## src/rtl/p_sa_tgl_hs_pkg.sv

```systemverilog
`default_nettype none
// ============================================================================
// Module  : p_sa_tgl_hs_pkg
// Purpose : Shared types and limits for the two-phase toggle handshake
//           crossing. It holds the receiver state encoding and the legal
//           synchronizer depth range. It also provides a helper used for the
//           elaboration-time depth check.
// Ports   : none (package)
// Revision: 1.0 - initial release
// ============================================================================
package p_sa_tgl_hs_pkg;

  typedef enum logic {
    IDLE = 1'b0,
    HOLD = 1'b1
  } state_t;

  localparam int SYNC_STAGES_MIN = 2;
  localparam int SYNC_STAGES_MAX = 4;

  // True when a synchronizer depth lies inside the supported range.
  function automatic bit sync_stages_legal(input int n);
    return (n >= SYNC_STAGES_MIN) && (n <= SYNC_STAGES_MAX);
  endfunction

endpackage
`default_nettype wire

```

## src/rtl/p_sa_sync_chain.sv

```systemverilog
`default_nettype none
// ============================================================================
// Module  : p_sa_sync_chain
// Purpose : Multi-flop synchronizer for a single asynchronous bit. The
//           source-side acknowledge path uses the same block.
// Ports   : clk   - sampling clock
//           rst_n - synchronous active-low reset, clears every stage
//           d     - asynchronous input bit
//           q     - synchronized output (last stage)
// Params  : STAGES - number of flops, at least SYNC_STAGES_MIN
// Revision: 1.0 - initial release
// ============================================================================
module p_sa_sync_chain
  import p_sa_tgl_hs_pkg::*;
#(
  parameter int STAGES = 3
) (
  input  logic clk,
  input  logic rst_n,
  input  logic d,
  output logic q
);

  generate
    if (STAGES < SYNC_STAGES_MIN) begin : g_bad_stages
      $error("p_sa_sync_chain: STAGES=%0d below minimum %0d", STAGES, SYNC_STAGES_MIN);
    end
  endgenerate

  logic [STAGES-1:0] r_sync;

  always_ff @(posedge clk) begin
    if (!rst_n) begin
      r_sync <= '0;
    end else begin
      r_sync <= {r_sync[STAGES-2:0], d};
    end
  end

  assign q = r_sync[STAGES-1];

endmodule
`default_nettype wire

```

## src/rtl/p_sa_tgl_hs_rx.sv

```systemverilog
`default_nettype none
// ============================================================================
// Module  : p_sa_tgl_hs_rx
// Purpose : Destination end of a two-phase toggle handshake. The block
//           synchronizes REQ_TGL and captures the quasi-static SRC_DATA bus
//           when a new toggle is seen. It presents the word on a valid/ready
//           interface and flips ACK_TGL once the consumer takes the word.
// Ports   : DST_CLK  - destination clock
//           DST_CLRN - synchronous active-low reset
//           REQ_TGL  - request toggle (asynchronous)
//           SRC_DATA - source data, stable while a request is outstanding
//           DST_DATA - captured data
//           DST_VLD  - DST_DATA valid
//           DST_RDY  - consumer ready
//           ACK_TGL  - acknowledge toggle, straight from a flop
//           XFER_CNT - wrapping count of completed transfers
//           ERR/OVF  - sticky error flags, only with SA_TGL_HS_RX_ERRCHK_EN
// Config  : `define SA_TGL_HS_RX_ERRCHK_EN adds ERR (toggle seen while
//           holding) and OVF (transfer counter wrapped).
// Revision: 1.0 - initial release
// ============================================================================
module p_sa_tgl_hs_rx
  import p_sa_tgl_hs_pkg::*;
#(
  parameter int DW          = 32,
  parameter int SYNC_STAGES = 3,
  parameter int CW          = 8
) (
  input  logic          DST_CLK,
  input  logic          DST_CLRN,
  input  logic          REQ_TGL,
  input  logic [DW-1:0] SRC_DATA,
  output logic [DW-1:0] DST_DATA,
  output logic          DST_VLD,
  input  logic          DST_RDY,
  output logic          ACK_TGL,
  output logic [CW-1:0] XFER_CNT
`ifdef SA_TGL_HS_RX_ERRCHK_EN
  ,
  output logic          ERR,
  output logic          OVF
`endif
);

  generate
    if (!sync_stages_legal(SYNC_STAGES)) begin : g_bad_sync_stages
      $error("p_sa_tgl_hs_rx: SYNC_STAGES=%0d outside %0d..%0d",
             SYNC_STAGES, SYNC_STAGES_MIN, SYNC_STAGES_MAX);
    end
  endgenerate

  logic          w_req_sync;
  logic          r_req_prev;
  logic          w_tgl;
  state_t        r_state;
  state_t        w_state_nx;
  logic          w_capture;
  logic          w_handshake;
  logic [DW-1:0] r_data;
  logic          r_vld;
  logic          r_ack;
  logic [CW-1:0] r_cnt;

  p_sa_sync_chain #(
    .STAGES (SYNC_STAGES)
  ) u_req_sync (
    .clk   (DST_CLK),
    .rst_n (DST_CLRN),
    .d     (REQ_TGL),
    .q     (w_req_sync)
  );

  // A pending request is any difference between the synchronized toggle and
  // the last one consumed. In HOLD it stays pending because r_req_prev only
  // moves on capture, so it is picked up on the first IDLE cycle afterwards.
  assign w_tgl = w_req_sync ^ r_req_prev;

  // State register
  always_ff @(posedge DST_CLK) begin
    if (!DST_CLRN) begin
      r_state <= IDLE;
    end else begin
      r_state <= w_state_nx;
    end
  end

  // Next state and datapath strobes
  always_comb begin
    w_state_nx  = r_state;
    w_capture   = 1'b0;
    w_handshake = 1'b0;
    unique case (r_state)
      IDLE: begin
        if (w_tgl) begin
          w_capture  = 1'b1;
          w_state_nx = HOLD;
        end
      end
      HOLD: begin
        if (DST_RDY) begin
          w_handshake = 1'b1;
          w_state_nx  = IDLE;
        end
      end
      default: begin
        w_state_nx = IDLE;
      end
    endcase
  end

  // Datapath. Capture and handshake are mutually exclusive by state.
  always_ff @(posedge DST_CLK) begin
    if (!DST_CLRN) begin
      r_req_prev <= 1'b0;
      r_data     <= '0;
      r_vld      <= 1'b0;
      r_ack      <= 1'b0;
      r_cnt      <= '0;
    end else begin
      if (w_capture) begin
        r_data     <= SRC_DATA;
        r_req_prev <= w_req_sync;
        r_vld      <= 1'b1;
      end
      if (w_handshake) begin
        r_vld <= 1'b0;
        r_ack <= ~r_ack;
        r_cnt <= r_cnt + 1'b1;
      end
    end
  end

  assign DST_DATA = r_data;
  assign DST_VLD  = r_vld;
  assign ACK_TGL  = r_ack;
  assign XFER_CNT = r_cnt;

`ifdef SA_TGL_HS_RX_ERRCHK_EN
  logic r_err;
  logic r_ovf;

  always_ff @(posedge DST_CLK) begin
    if (!DST_CLRN) begin
      r_err <= 1'b0;
      r_ovf <= 1'b0;
    end else begin
      if ((r_state == HOLD) && w_tgl) begin
        r_err <= 1'b1;
      end
      if (w_handshake && (r_cnt == {CW{1'b1}})) begin
        r_ovf <= 1'b1;
      end
    end
  end

  assign ERR = r_err;
  assign OVF = r_ovf;
`endif

endmodule
`default_nettype wire
```

## config.mk

```make
export PLATFORM = sky130hd
export DESIGN_NAME = p_sa_tgl_hs_rx
export DESIGN_NICKNAME = d
export VERILOG_FILES = /design/src/rtl/p_sa_tgl_hs_pkg.sv /design/src/rtl/p_sa_sync_chain.sv /design/src/rtl/p_sa_tgl_hs_rx.sv
export SDC_FILE = /design/constraint.sdc
export NUM_CORES = 1
export LEC_CHECK = 0
export ABC_AREA = 1
export BUFFER_PORTS_ARGS = -buffer_cell sky130_fd_sc_hd__buf_2
export CAP_MARGIN = 15
export CORE_UTILIZATION = 50
export DETAILED_ROUTE_END_ITERATION = 7
export HOLD_SLACK_MARGIN = 0.06
export PLACE_DENSITY_LB_ADDON = 0.2
export REMOVE_ABC_BUFFERS = 1
export SYNTH_ARGS = -nofsm -noshare
export SYNTH_HDL_FRONTEND = slang
export SYNTH_SLANG_ARGS = --single-unit
```

## constraint.sdc

```tcl
create_clock -name DST_CLK -period 1.6 [get_ports DST_CLK]
set_input_delay 0.24 -clock DST_CLK [delete_from_list [all_inputs] [get_ports DST_CLK]]
set_output_delay 0.24 -clock DST_CLK [all_outputs]
set_load 0.02 [all_outputs]
```

==> flow_summary.toml, run 1 <==
[route]
wl_per_cell_um = 12.26
drc_errors = 0
vias = 1807
drt_first_pass_iters = 4
drt-total-wl_mm = 4.339
drt_iter0_markers = 124
ant_nets = 0
viasPerCell = 5.105

[min_path]
whs_path_depth = 3
min_from = "REQ_TGL"
min_path_type = "input pin to flip-flop"
hold_end = "u_req_sync.r_sync[0]"

[cts]
ctsResizeCount = 0
cts_buffers = 5
clk_latency_ps = 300
cts_hold_repair.buffers = 0
cts-htree-levels = 2
cts_tree = "built"
cts.sinks = 47
root_buffer = "clkbuf_8"
cts_setup_buffers = 0
clockBufferDepth = 2
cts.clk_slew.worst_paths_ps = 80

[floorplanning]
io-pin-count = 78
core_area_um2 = 3442
die-height_um = 62.86
start_util_pct = 53.80
die_w_um = 62.86
die_area_um2 = 3951
rows = 21

[setup_path]
rrSetupSlack_ps = 390
path_class = "flip-flop to flip-flop"
end_kind = "flip-flop"
cp_data_required_time_ps = 1780
worstSetupStartpointType = "flip-flop"
path_delay_family = "simple AND/OR/NAND/NOR gates"
path_cells = "inv_1 > nand2_1 > nand3_2 > buf_12 > nand2_1 > a21oi_1"
crit_fanout = 22
critPathArrivalTime_ps = 1390
cp_common_cell = "nand2_1"
rr_worst_depth = 6
r2r-start = "u_req_sync.r_sync[2]"
timing.rr.end = "DST_DATA[8]"
cp_slowest_cell = "dfxtp_1"
critPathBufInv = 2
slowest_delay_ps = 350

[timing]
rsz0062_at_grt = "false"
timing.final.crit_share_pct = 75.65
hold_violations = 0
finalSetupViolCount = 0
skew_ps = 5.859
max_freq_ghz = 0.8262
tns_ps = 0
maxSlewViolCount = 0
maxSlewHeadroom_pct = 77.42
worstMarginPinSlew_ps = 338.7
layout_min_cycle_time_ps = 1210

[run]
max-cap-violations = 0

[final_layout]
most-common-layout-cells = "buf_2 (77), nand2_1 (53), dfxtp_1 (47), a21oi_1 (39), nand4_1 (33)"
drive_above_1_share_pct = 30.84
fin_area_um2 = 2359
nets = 344
area_growth_pct = 27.36
diodes = 0
final_common_cell = "buf_2"

[placement]
hpwlAfterDp_mm = 2.902
io_buffer_count = 77
dpl_cell_area_um2 = 2258
gp_congestion = 0.7818

[yosys]
syn_avg_cell_area_um2 = 7.948
synth_area_um2 = 1852
ys_ff_latch = 47
yosysSeqAreaShare_pct = 50.81
synth_cell_types = 20
synthCells = 233
yosys_warnings = 0

[global_route]
grt_pass1_wl_mm = 7.231
gr-total-overflow = 0
antenna_found_initial = 0
grt_pass1_vias = 1586
grt_max_degree = 34
grt_usage_pct = 22.89

[outcome]
status = "finished, final reports clean"

[pwr]
vdd_drop_max_mv = 0.8736
p_per_area_nw_per_um2 = 971.8
total_leakage_power_uw = 0.001106
-- power by group --
group          internal, uW  total (uW)  switching, uW
clock network           394         767            372
registers              1220        1240           25.4
logic                   108         285            177
-- worst max path at each step --
| stage | startpoint | to | slack [ps] | cells after the start |
|---|---|---|---|---|
| floorplan | u_req_sync.r_sync[2] | DST_DATA[0] | -200 | 5 |
| global placement | u_req_sync.r_sync[2] | DST_DATA[24] | 430 | 6 |
| detailed placement | u_req_sync.r_sync[2] | DST_DATA[8] | 410 | 6 |
| CTS | u_req_sync.r_sync[2] | DST_DATA[8] | 380 | 6 |
| global route | u_req_sync.r_sync[2] | DST_DATA[5] | 260 | 6 |
| finish | u_req_sync.r_sync[2] | DST_DATA[8] | 390 | 6 |
-- Yosys cell counts --
master / number / area (um2)
a21oi_1: 39 / 195.2
buf_2: 9 / 45.04
buf_6: 3 / 33.78
clkbuf_1: 4 / 15.01
clkinv_1: 1 / 3.750
dfxtp_1: 47 / 940.9
ha_1: 1 / 12.51
inv_1: 17 / 63.81
inv_2: 1 / 3.750
nand2_1: 53 / 198.9
nand2_2: 1 / 6.260
nand3_1: 6 / 30.03
nand3_2: 1 / 10.01
nand4_1: 33 / 206.5
nor2_1: 10 / 37.54
nor2_2: 1 / 6.260
nor2_4: 1 / 11.26
o21a_1: 1 / 7.510
o21ai_0: 3 / 15.01
xor2_1: 1 / 8.760
-- state kept, by name (all words and copies together), names as in the netlist --
register / count
r_state: 1
XFER_CNT: 8
DST_VLD: 1
ACK_TGL: 1
r_req_prev: 1
u_req_sync.r_sync: 3
DST_DATA: 32
-- final cells by class --
class                           instances  area, um2
Sequential cell                        47      940.9
Multi-Input combinational cell        151      745.7
Clock buffer                            8      100.1
Timing Repair Buffer                   83      442.9
Tap cell                               46      57.56
Fill cell                             320       1084
Inverter                               19      71.32
-- kinds of logic (layout without fill, tap and decap cells) --
kind of cell,Yosys count,in the layout,share of synthesized area (%)
AOI/OAI and AO/OA,43,43,11.76
adders and majority gates,1,1,0.6756
and+or+nand+nor,106,106,27.37
DFF,47,47,50.81
xor gates and xnor gates,1,1,0.4731
buffers and inverters,35,110,8.918
-- through the flow --
step / util, % / setup slack, ps / hold slack, ps / std cells / power [uW]
after floorplan: - / -197.9 / 333.5 / 217 / 1419
after global placement: 65.61 / 429.5 / 398.1 / 346 / 1549
after detailed placement: 65.61 / 406.7 / 397.4 / 346 / 1553
after CTS: 68.52 / 376.6 / 123.2 / 354 / 2302
after global routing: 68.52 / 262.6 / 125.8 / 354 / 2388
final: 68.52 / 389.7 / 122.8 / 354 / 2292
-- per-layer routing --
metal / wire length [um] / track usage (%) / up-vias
li1: - / - / 933
met2: 2001 / 38.72 / 49
met4: 86 / 8.721 / 0
met1: 2057 / 28.33 / 813
met5: 0 / 0 / -
met3: 194 / 4.745 / 12
-- worst register-to-register path: cells and delay by family, from the launching register on --
| kind | cells | cell delay (ps) |
|---|---|---|
| buffers and inverters | 2 | 300 |
| AND/OR/NAND/NOR | 3 | 390 |
| flip-flops | 1 | 350 |
| AO/OA/AOI/OAI | 1 | 60 |
Power figures use the tool's default switching activity.
==> run 2: changes to the inputs <==
Settings changed: CORE_UTILIZATION 50 to 42.
Clock period 1.6 ns to 1.1 ns, I/O delays scaled along.
==> run 2 against run 1 <==
Die area increased by 18%. Global-route usage decreased by 3.6 points. Sequential share of layout area decreased by 2.9 points. Largest cell class unchanged. Design area increased by 9.8%. Routed wire length increased by 10%. Via count increased by 2.5%. Register-to-register slack got worse by 340 ps.
==> flow_summary.toml, run 2 (synthesis gave the netlist of run 1 again) <==
[route]
vias = 1853
drt_iter0_markers = 99
viasPerCell = 5.049
drt-total-wl_mm = 4.789
drc_errors = 0
ant_nets = 0
wl_per_cell_um = 13.05
drt_first_pass_iters = 4

[final_layout]
multiInputGateArea_um2 = 800.8
fin_cells = 367
drive_above_1_share_pct = 39.75
fin_area_um2 = 2589
diodes = 0
largest_register_ffs = 32
most-common-layout-cells = "buf_2 (76), nand2_1 (45), dfxtp_1 (39), a21oi_1 (39), nand4_1 (33)"
register_area_um2 = 958.4
nets = 353
area_growth_pct = 39.80
fillCellCount = 366
final_common_cell = "buf_2"

[global_route]
grt_pass1_vias = 1499
gr-total-overflow = 0
grt_usage_pct = 19.27
antenna_found_initial = 0
grt_max_degree = 34
grt_pass1_wl_mm = 6.727

[setup_path]
cp_slowest_cell = "dfxtp_2"
crit_fanout = 3
timing.rr.end = "DST_DATA[14]"
worstSetupStartpointType = "flip-flop"
path_delay_family = "flip-flops"
slowest_delay_ps = 340
path_cells = "buf_4 > buf_6"
path_class = "flip-flop to output port"
r2r-start = "r_req_prev"
rr_worst_depth = 6
crit_cells = 2
critPathArrivalTime_ps = 890
critPathBufInv = 2
cp_data_required_time_ps = 940
end_kind = "output port"
rrSetupSlack_ps = 50

[cts]
clockBufferDepth = 2
cts_buffers = 5
cts_tree = "built"
cts_hold_repair.buffers = 0
cts-htree-levels = 2
cts.clk_slew.worst_paths_ps = 90
cts.sinks = 47
root_buffer = "clkbuf_8"
clk_latency_ps = 300

[placement]
dpl_cell_area_um2 = 2313
gp_congestion = 0.7109
hpwlAfterDp_mm = 3.021
pre_cts_ws_ps = -12.90
io_buffer_count = 77
placedCellCount = 355

[timing]
skew_ps = 11.32
timing.final.crit_share_pct = 95.90
layout_min_cycle_time_ps = 1055
hold_violations = 0
maxSlewHeadroom_pct = 87.37
max_freq_ghz = 0.9480
rsz0062_at_grt = "true"
worstMarginPinSlew_ps = 189.4
layout_setup_ws_ps = 45.15
maxSlewViolCount = 0
finalSetupViolCount = 0

[pwr]
total_leakage_power_uw = 0.001193
vdd_drop_max_mv = 0.9143
power.total_uw = 3590
p_per_area_nw_per_um2 = 1387

[floorplanning]
die_w_um = 68.40
die-height_um = 68.40
io-pin-count = 78
rows = 23
core_area_um2 = 4115
die_area_um2 = 4679
start_util_pct = 45.00

[min_path]
min_path_type = "input pin to flip-flop"
min_from = "REQ_TGL"
hold_end = "u_req_sync.r_sync[0]"
whs_path_depth = 3

[outcome]
status = "finished, final reports clean"

[run]
max-cap-violations = 0
## run 2: cell count changes in the layout (fill, tap and decap cells not counted), sizes merged
cell | before | now
buf | 83 | 90
inv | 18 | 19
clkbuf | 8 | 7
bufinv | 0 | 1
clkinv | 1 | 2
## run 2: metrics by stage
step | utilization (%) | TNS [ps] | hold slack (ps)
2_1_floorplan | - | -23740 | 258.5
3_3_place_gp | 56.22 | 0 | 387.1
3_5_place_dp | 56.22 | -38.10 | 388.2
4_1_cts | 59.44 | 0 | 71.76
5_1_grt | 62.91 | -142.1 | 74.13
6_report | 62.91 | 0 | 80.34
## run 2: worst max-delay path by stage
stage	start	endpoint	slack, ps
2_1_floorplan	u_req_sync.r_sync[2]	DST_DATA[0]	-700
3_3_place_gp	u_req_sync.r_sync[2]	DST_DATA[18]	20
3_5_place_dp	r_state	DST_DATA[9]	-10
4_1_cts	XFER_CNT[2]	XFER_CNT[2]	6
5_1_grt	u_req_sync.r_sync[2]	r_state	-30
6_report	XFER_CNT[2]	XFER_CNT[2]	50
## run 2: repair_timing
| action | in CTS | in global routing |
|---|---|---|
| pin swaps | 1 | 7 |
| cloned | 0 | 3 |
| endpoints found under the setup margin | 32 | 42 |
| setup buffers | 1 | 0 |
| gates resized for setup | 5 | 28 |
## run 2: worst reg2reg max path, delay by kind of cell, from the launching register on
kind,cells,cell delay [ps]
compound gates,1,50
buf+inv,2,260
flops,1,350
simple gates,3,280
## run 2: layout make-up
class	count	area share, %
clock inverters	3	1.837
flip-flops and latches	47	37.02
clock buffers	5	2.658
repair buffers	92	22.38
inverters	19	2.755
multi-input cells	151	30.93
well taps	50	2.417
## run 2: layer usage
metal	global-route usage, %	part of all wire [%]	vias up
met4	6.771	0.56	0
met3	6.000	6.8	2
met5	0	0	-
met1	24.55	45	825
met2	30.39	48	70
li1	-	-	956
## run 2: power by group
part	internal, uW	total, uW	switching (uW)	leakage [uW]
Clock	689	1300	612	0.0000587
Combinational	205	487	281	0.000748
Sequential	1760	1800	37.5	0.000386
Total	2660	3590	931	0.00119
==> run 3: changes to the inputs <==
Settings changed: ABC_AREA 1 to 0.
==> run 3 against run 2 <==
The flow now finishes with violations (negative setup slack). Global-route usage is 1.2 points higher. Synthesized cell count is 12% lower. Sequential power hardly changed. Design area is 3.8% higher. Critical endpoint is now DST_DATA[4].
==> flow_summary.toml, run 3 <==
[outcome]
status = "finished with violations"
violations = "negative setup slack"

[setup_path]
crit_cells = 4
worstSetupStartpointType = "flip-flop"
rrSetupSlack_ps = -60
path_delay_family = "flip-flops"
critPathArrivalTime_ps = 1390
path_class = "flip-flop to flip-flop"
timing.rr.end = "DST_DATA[4]"
rr_worst_depth = 4
crit_fanout = 13
cp_data_required_time_ps = 1330
slowest_delay_ps = 380
path_cells = "xnor2_4 > clkbuf_16 > o21ai_0 > a21oi_2"
r2r-start = "r_req_prev"
critPathBufInv = 1
cp_slowest_cell = "dfxtp_4"
end_kind = "flip-flop"

[cts]
cts_tree = "built"
clockBufferDepth = 2
cts_buffers = 5
clk_latency_ps = 290
cts-htree-levels = 2
cts.clk_slew.worst_paths_ps = 80
cts.sinks = 47
root_buffer = "clkbuf_8"

[timing]
max_freq_ghz = 0.8636
finalSetupViolCount = 22
tns_ps = -532.7
layout_setup_ws_ps = -57.95
worstMarginPinSlew_ps = 305.8
maxSlewViolCount = 0
maxSlewHeadroom_pct = 79.61
rsz0062_at_grt = "true"
skew_ps = 2.092
hold_violations = 0
layout_min_cycle_time_ps = 1158
timing.final.crit_share_pct = 105.3

[pwr]
vdd_drop_max_mv = 0.9922
total_leakage_power_uw = 0.001120
p_per_area_nw_per_um2 = 1231

[placement]
pre_cts_ws_ps = -87.04
gp_congestion = 0.7267
io_buffer_count = 77
hpwlAfterDp_mm = 2.988

[global_route]
antenna_found_initial = 0
grt_pass1_vias = 1602
gr-total-overflow = 0
grt_pass1_wl_mm = 6.941
grt_usage_pct = 20.45
grt_max_degree = 33

[floorplanning]
io-pin-count = 78
die_w_um = 67.09
die-height_um = 67.09
core_area_um2 = 4029
die_area_um2 = 4500
start_util_pct = 44.16
rows = 23

[final_layout]
register_area_um2 = 964.7
utilization_pct = 66.68
area_growth_pct = 50.98
drive_above_1_share_pct = 47.16
fillCellCount = 368
final_common_cell = "buf_2"
most-common-layout-cells = "buf_2 (74), dfxtp_1 (38), a21oi_1 (31), nand3_1 (27), o21ai_1 (19)"
largest_register_ffs = 32
multiInputGateArea_um2 = 875.8
nets = 335
diodes = 0

[min_path]
min_from = "REQ_TGL"
hold_end = "u_req_sync.r_sync[0]"
min_path_type = "input pin to flip-flop"
whs_path_depth = 2

[run]
max-cap-violations = 0

[route]
drt_iter0_markers = 100
vias = 1802
drt_first_pass_iters = 4
drt-total-wl_mm = 4.696
wl_per_cell_um = 13.46
drc_errors = 0
ant_nets = 0
viasPerCell = 5.163

[yosys]
synth_top_area_share_pct = 52.88
synth_edf_count = 0
ys_async_sr_fraction_pct = 0
yosysMostFrequentCell = "dfxtp_1"
syn_avg_cell_area_um2 = 8.637
ys_ff_latch = 47
synth_cell_types = 22
yosysSeqAreaShare_pct = 52.88
synth_common_cells = "dfxtp_1 (47), a21oi_1 (40), o21ai_0 (36)"
yosys_warnings = 0
synthTopCellsByArea = "dfxtp_1 (53%), a21oi_1 (11%), o21ai_0 (10%)"
synth_area_um2 = 1779
synth.largest_area_cell = "dfxtp_1"
yosys_most_used_dff = "dfxtp_1"
synthCells = 206
## run 3: cells by family (layout without fill, tap and decap cells)
kind of cell	count (synthesis)	in the layout	synth area share, %
adder cells (fa/ha/maj)	1	1	0.7031
AND/OR/NAND/NOR	54	54	15.68
XOR/XNOR	5	5	2.884
multiplexers	1	1	0.5626
flip-flops	47	47	52.88
AO/OA/AOI/OAI	77	77	21.80
buffers and inverters	21	114	5.486
## run 3: layout make-up
class                           count  share of cell area (%)
Multi-Input combinational cell    138                   32.60
Clock buffer                        8                   3.726
Timing Repair Buffer              102                   24.73
Tap cell                           50                   2.329
Inverter                            4                  0.6986
Sequential cell                    47                   35.91
## run 3: how the worst max path moves through the flow
stage                          from          end  slack (ps)
6_report                 r_req_prev  DST_DATA[4]         -60
5_1_grt        u_req_sync.r_sync[2]  DST_DATA[4]        -110
4_1_cts                 XFER_CNT[2]  XFER_CNT[7]         -50
3_5_place_dp            XFER_CNT[5]  XFER_CNT[7]         -90
3_3_place_gp            XFER_CNT[5]  XFER_CNT[6]         -60
2_1_floorplan               r_state  DST_DATA[0]        -900
## run 3: metal layers
| layer | share of wire, % | GRT usage, % | vias up |
|---|---|---|---|
| met2 | 48 | 35.75 | 54 |
| met1 | 45 | 23.65 | 826 |
| met3 | 5.8 | 5.137 | 7 |
| met5 | 0 | 0 | - |
| li1 | - | - | 915 |
| met4 | 0.98 | 7.447 | 0 |
## run 3: worst register-to-register path: stages, from the launching register on
cell       delay, ps
dfxtp_4          380
xnor2_4          260
clkbuf_16        220
o21ai_0          100
a21oi_2          140
## run 3: where the power goes
| part | switching (uW) | total (uW) | internal [uW] | leakage (uW) |
|---|---|---|---|---|
| logic | 248 | 427 | 179 | 0.000682 |
| clock network | 535 | 1110 | 574 | 0.0000515 |
| registers | 29.6 | 1770 | 1740 | 0.000387 |
## run 3: timing repair
action / 4_1_cts / 5_1_grt
buffers inserted: 1 / 1
pin swaps: 4 / 12
hold buffers: 0 / 0
setup endpoints to repair: 37 / 43
gates cloned: 0 / 2
gates resized for setup: 12 / 65
## run 3: stage by stage
step	power [uW]	cells	instance area [um2]	hold WS, ps
floorplan	1989	189	1697	286.7
global placement	2175	337	2322	370.0
detailed placement	2177	337	2322	378.3
CTS	3271	346	2452	72.74
global route	3443	349	2686	68.79
finish	3307	349	2686	76.61
